`src/rtl/serial_add_sub_pkg.sv`:
```
// rtl/serial_add_sub_pkg.sv - shared state and mode encodings for the bit-serial add/sub unit
package serial_add_sub_pkg;

    typedef enum logic [1:0] {
        IDLE  = 2'd0,
        SHIFT = 2'd1,
        DONE  = 2'd2
    } state_t;

    localparam logic MODE_ADD = 1'b0;
    localparam logic MODE_SUB = 1'b1;

endpackage

```
`src/rtl/add_sub_cell.sv`:
```
// rtl/add_sub_cell.sv - combinational 1-bit full adder / full subtractor cell
module add_sub_cell
    import serial_add_sub_pkg::*;
(
    input  logic a,
    input  logic b,
    input  logic cbin,
    input  logic mode,
    output logic s,
    output logic cbout
);

    logic ax;

    // Inverting the minuend turns the carry equation into the borrow equation.
    assign ax    = (mode == MODE_SUB) ? ~a : a;
    assign s     = a ^ b ^ cbin;
    assign cbout = (ax & b) | (cbin & (ax ^ b));

endmodule

```
`src/rtl/serial_add_sub.sv`:
```
// rtl/serial_add_sub.sv - LSB-first bit-serial adder/subtractor with start/done handshake
module serial_add_sub
    import serial_add_sub_pkg::*;
#(
    parameter int WIDTH = 8
) (
    input  logic             clk,
    input  logic             rst_n,
    input  logic             start,
    input  logic             mode,
    input  logic             cin,
    input  logic [WIDTH-1:0] a,
    input  logic [WIDTH-1:0] b,
    output logic             busy,
    output logic             done,
    output logic [WIDTH-1:0] result,
    output logic             cbout,
    output logic             overflow
);

    localparam int CW = $clog2(WIDTH + 1);

    state_t           state, state_next;
    logic [WIDTH-1:0] a_sh, b_sh, res_sh, res_shift;
    logic [CW-1:0]    cnt;
    logic             cb, mode_q, a_msb, b_msb;
    logic             s, cb_next, accept, last;

    add_sub_cell u_cell (
        .a     (a_sh[0]),
        .b     (b_sh[0]),
        .cbin  (cb),
        .mode  (mode_q),
        .s     (s),
        .cbout (cb_next)
    );

    assign accept    = start && (state == IDLE || state == DONE);
    assign last      = (state == SHIFT) && (cnt == CW'(WIDTH - 1));
    assign res_shift = (res_sh >> 1) | (WIDTH'(s) << (WIDTH - 1));
    assign busy      = (state == SHIFT);
    assign done      = (state == DONE);

    always_comb begin
        state_next = state;
        case (state)
            IDLE:    if (start) state_next = SHIFT;
            SHIFT:   if (last) state_next = DONE;
            DONE:    state_next = start ? SHIFT : IDLE;
            default: state_next = IDLE;
        endcase
    end

    always_ff @(posedge clk or negedge rst_n) begin
        if (!rst_n) state <= IDLE;
        else        state <= state_next;
    end

    always_ff @(posedge clk or negedge rst_n) begin
        if (!rst_n) begin
            a_sh     <= '0;
            b_sh     <= '0;
            res_sh   <= '0;
            cnt      <= '0;
            cb       <= 1'b0;
            mode_q   <= 1'b0;
            a_msb    <= 1'b0;
            b_msb    <= 1'b0;
            result   <= '0;
            cbout    <= 1'b0;
            overflow <= 1'b0;
        end else if (accept) begin
            a_sh   <= a;
            b_sh   <= b;
            mode_q <= mode;
            cb     <= cin;
            cnt    <= '0;
            a_msb  <= a[WIDTH-1];
            b_msb  <= b[WIDTH-1];
        end else if (state == SHIFT) begin
            a_sh   <= a_sh >> 1;
            b_sh   <= b_sh >> 1;
            res_sh <= res_shift;
            cb     <= cb_next;
            cnt    <= cnt + CW'(1);
            // The last computed bit is the sign bit, so overflow is decided from s here.
            if (last) begin
                result   <= res_shift;
                cbout    <= cb_next;
                overflow <= ((a_msb ^ b_msb) == mode_q) && (s != a_msb);
            end
        end
    end

endmodule

```
`config.mk`:
```
export PLATFORM = sky130hd
export DESIGN_NAME = serial_add_sub
export DESIGN_NICKNAME = d
export VERILOG_FILES = /design/src/rtl/serial_add_sub_pkg.sv /design/src/rtl/add_sub_cell.sv /design/src/rtl/serial_add_sub.sv
export SDC_FILE = /design/constraint.sdc
export NUM_CORES = 1
export LEC_CHECK = 0
export BUFFER_PORTS_ARGS = -buffer_cell sky130_fd_sc_hd__buf_2
export CAP_MARGIN = 20
export CORE_MARGIN = 2
export CORE_UTILIZATION = 54
export DETAILED_ROUTE_END_ITERATION = 10
export PLACE_DENSITY = 0.87
export REMOVE_ABC_BUFFERS = 1
export SLEW_MARGIN = 20
export SYNTH_ARGS = -nofsm -noshare
export SYNTH_HDL_FRONTEND = slang
export SYNTH_SLANG_ARGS = --single-unit
export TNS_END_PERCENT = 30
```
`constraint.sdc`:
```
create_clock -name clk -period 2.19 [get_ports clk]
set_clock_uncertainty 0.15 [all_clocks]
set_input_delay 0.5475 -clock clk [delete_from_list [all_inputs] [get_ports clk]]
set_output_delay 0.5475 -clock clk [all_outputs]
set_load 0.02 [all_outputs]
```
# Word-level counts from Yosys, hierarchy flattened
# Index checks and enable logic that the tools add are counted.
[word_totals] register_bits=44 in_bits=21 output_inout_bits=12 wordCells=52
[op_classes] addsub=1 eq_ne=7 mux=13 n_bitwise=10 reduce_logical=9
[ops] operator="two-way mux 8 bit" count=4
[ops] operator="two-way mux 4 bit" count=2
[ops] operator="bitwise OR 7 x 8 -> 8 bit" count=1
[ops] operator="one-hot mux 2 bit (3 select lines)" count=1
[ops] operator="adder 4 x 1 -> 4 bit, second input constant" count=1
[ops] operator="equality test 4 x 3 -> 1 bit, second input constant" count=1
[ops] operator="two-way mux 1 bit" count=4
[ops] operator="two-way mux 2 bit" count=2
[ops] operator="AND reduction 2 bit" count=2
[ops] operator="XOR 1 bit" count=4
[ops] operator="logical AND 1 bit" count=3
[ops] operator="AND reduction 3 bit" count=1
[ops] operator="bitwise AND 1 bit" count=2
[ops] operator="equality test 2 x 1 -> 1 bit, second input constant" count=1
[ops] operator="equality test 2 bit, second input constant" count=1
[ops] operator="zero test 2 bit" count=1
[ops] operator="!= test 2 x 1 -> 1 bit, second input constant" count=1
[ops] operator="!= test 2 bit, second input constant" count=1
[ops] operator="inverter 1 bit" count=2
[ops] operator="nonzero test 2 bit" count=1
[ops] operator="equality test 1 bit" count=1
[ops] operator="logical OR 1 bit" count=1
[ops] operator="!= test 1 bit" count=1
[ops] operator="bitwise OR 1 bit" count=1

# Longest topological paths before layout
[depth] depth_word=7 mapped_depth=7 mapped_depth_nobuf=4

# Cells and area by module
# From an unflattened synthesis, not the netlist that was laid out.
[unflattened] hier_cells=178 hier_area_um2=1850.5
[modules_own_cells] mod="serial_add_sub" n_inst=1 cells_per_inst=174 area_per_inst_um2=1798.0 seq_area_each_um2=1076.0
[modules_own_cells] mod="add_sub_cell" n_inst=1 cells_per_inst=4 area_per_inst_um2=52.6 seq_area_each_um2=0.0

# Worst setup path before layout
# OpenSTA, ideal clock, no wires.
[synth_timing] path_kind="register to output" from="register state[1]" to="output port busy" arrival_ps=1088 required_ps=1492 path_slack_ps=404 path_stages_with_launch=6 path_cell_list="dfrtp_1 nand2b_1 buf_2 inv_1 buf_2 buf_2"
[synth_via] elab_chain_cells=1
[synth_rtl] element="start: declaration" line="serial_add_sub.sv:23" rtl="state_t state, state_next;"
[synth_rtl] element="start signal: assignment" line="serial_add_sub.sv:56" rtl="else state <= state_next;"
[synth_rtl] element="equality test 2 x 1 -> 1 bit" line="serial_add_sub.sv:41" rtl="assign busy = (state == SHIFT);"
[synth_rtl] element="end: declaration" line="serial_add_sub.sv:14" rtl="output logic busy,"
# Every way passes these cells.

# Worst setup path after layout
# Same ends and word-level chain as after synthesis.

==> reports/qor.csv <==
stage,metric,value,unit
detailed_routing,Top Metal Used,met4,
yosys,Synth cell types,28,
final_layout,multi-input logic area,688,um^2
critical_path,arrival time at the worst endpoint,1.41,ns
cts,Inserted Clock Buffers,5,
yosys,number of synthesized flops with an enable pin,0,
yosys,Ys Warns,0,
sta,Max Slew Vio Count,0,
yosys,Post-Syn Instances,180,
yosys,register area share after synthesis,59.1,%
power,Sw Pwr,1280,uW
sta,final hold vios,0,
cts,TritonCTS clock tree,yes,
sta,slew margin rel.,63.4,%
sta,setup TNS,0,ns
power,Net Sw Frac,38.3,%
placement,DP Wirelength,2.57,mm
power,clock share of power,18.6,%
die,I/O Pins,33,
final_layout,post-route design area,2140,um^2
global_routing,first-pass GRT wire length,6.15,mm
detailed_routing,via count,1421,
detailed_routing,initial drt markers,62,
final_layout,register area,1080,um^2
detailed_routing,met2 wire length,1.91,mm
detailed_routing,DR WL met3,115,um
die,die height,62.1,um
min_path,HP Class,in2async,
sta,Worst-Margin Slew,0.549,ns
global_routing,largest net degree at the start of global routing,44,
cts,CTS sink count,43,
critical_path,"Max FO, Critical Path",10,
yosys,"FF+latch count, synth",43,
sta,RSZ-0062 raised after global routing,no,
power,Lkg Pwr,0.00108,uW
yosys,"Cell Area, Synth",1820,um^2
yosys,Main synth FF type,dfrtp_1,
yosys,Synth area leaders,"dfrtp_1 59%, nand2_1 11%, mux2_2 4.3%, a31oi_1 3.8%, nor2_1 2.7%",
global_routing,GR Overflow Total,0,
cts,Skew-Pair Late Insertion Delay,0.38,ns
die,starting density of the core,55.5,%
detailed_routing,DRT antenna net count,0,
critical_path,CP Launch Type,flop,
sta,Final setup viols,0,
yosys,"count leader, synth",nand2_1,
placement,I/O Buffers,32,
critical_path,WP data required,1.49,ns
cts,CTS Buffer Depth,2,
power,Seq pwr share,41.9,%
power,peak supply drop,0.641,mV
status,status,finished clean,
cts,CTS H-tree depth,2,
detailed_routing,wire length per cell,14.7,um
critical_path,kind of critical path,reg2out,
final_layout,layout cells sized above 1,23.8,%
cts,setup bufs post-CTS,0,
job,Max Cap Viol,0,
yosys,Yosys top cell by area,dfrtp_1,
die,FP Rows,21,
final_layout,post-layout util,65.2,%
global_routing,overall global routing resource usage,23.1,%
power,Pwr per Cell Area,1560,nW/um^2
die,core area,3280,um^2
yosys,"FFs w/ async S/R, synth",100,%
power,Logic pwr share,39.4,%
yosys,"Avg Cell Area, Syn",10.1,um^2
final_layout,Antenna Cells,0,
placement,placed cell areas,2040,um^2
detailed_routing,final WL,3.81,mm
placement,DP Cell Count,252,
final_layout,# nets final,236,
cts,Root Buffer Master,clkbuf_4,
power,cell-internal power,2060,uW
yosys,Synth top area share,59.1,%
sta,post-layout minimum cycle time,2.11,ns
yosys,Post-synth top cells,"52 x nand2_1, 43 x dfrtp_1, 13 x nor2_1",
die,Die ar.,3850,um^2
die,Die W,62.1,um
critical_path,Setup crit end kind,primary output,
final_layout,final cell count without fillers,260,
placement,Final Wtd Congestion,0.747,
final_layout,area grow syn2layout,17.5,%
cts,hold_buf cts,0,
global_routing,vias in the first global route,1337,
detailed_routing,Avg Vias per Cell,5.47,
detailed_routing,drt pass-1 iters,4,
detailed_routing,Routed met1 length,1.62,mm
placement,pre-CTS WS,0.246,ns
sta,final worst-path setup slack,0.0811,ns
cts,post-CTS resize count,0,
cts,"CTS clk-pin slew, worst paths",0.13,ns
sta,Final Cycle Share,96.3,%
sta,Peak Freq,474,MHz
critical_path,R2R setup slack,0.20,ns
global_routing,initial antenna violation count,0,
final_layout,Layout fillers,257,
detailed_routing,DRC errors left,0,
==> through the flow <==
step / total power (uW) / hold WS, ns
detailed placement: 2720 / 0.321
finish: 3340 / 0.0623
floorplan: 2270 / 0.102
global route: 3590 / 0.0974
global placement: 2640 / 0.304
CTS: 3340 / 0.0810
==> cell usage in the layout (no fill, tap or decap), types with 2 or more instances in the layout <==
cell type / n
nand3_1: 5
mux2_2: 7
clkbuf_4: 5
xor2_1: 3
buf_2: 32
ha_1: 2
nand2_1: 52
a21oi_1: 5
a31oi_1: 11
nand2b_1: 2
a22o_1: 3
nor2_1: 13
a22oi_1: 3
nor2b_1: 2
dfrtp_1: 43
inv_1: 2
buf_4: 4
o21ai_0: 4
bufinv_16: 2
nor3_1: 2
mux2i_1: 2
==> kinds of logic (layout without fill, tap and decap cells) <==
kind of cell,count (synthesis),count (layout),synth area share (%)
compound gates,28,28,9.68
xor+xnor,4,4,2.68
fa+ha+maj,2,2,1.37
buf+inv,13,47,3.16
flops,43,43,59.1
mux,9,9,5.43
simple gates,81,81,18.6
==> layer usage <==
layer	global-route usage, %	up-vias
met4	18.2	0
li1	-	668
met5	0	-
met3	3.93	18
met2	35.1	39
met1	29.3	696
==> layout make-up <==
cell class	instances	area share (%)
Sequential cell	43	50.3
Tap cell	46	2.69
Multi-Input combinational cell	124	32.1
Timing Repair Buffer	37	9.82
Inverter	2	0.351
Clock buffer	6	1.93
Clock inverter	2	2.81
==> sequential cells by signal, indices dropped and copies added, names as in the netlist <==
signal    count
a_sh          8
b_sh          8
result        8
res_sh        7
cnt           4
state         2
a_msb         1
b_msb         1
cb            1
cbout         1
mode_q        1
overflow      1
==> critical path, stage by stage, from the launching register on <==
cell	delay, ns
dfrtp_1	0.40
nand2b_1	0.15
inv_1	0.23
buf_2	0.24
==> power by group through the flow <==
stage,sequential (uW),combinational [uW],clock (uW)
after floorplan,1460,811,0
after global placement,1390,1250,0
after detailed placement,1410,1310,0
after CTS,1400,1330,619
after global routing,1450,1490,657
final,1400,1320,622
==> worst paths after layout <==
check                          from         to  cells past startpoint
setup / recovery           state[1]       busy                      3
hold reg to reg              cnt[3]     cnt[3]                      1
hold / removal                rst_n    a_sh[5]                      2
setup reg to reg             cnt[0]  result[5]                      4
min in group clk               mode     mode_q                      3
max in group asynchronous     rst_n  result[5]                      2
Note: power is estimated with default switching activity, not from simulation.
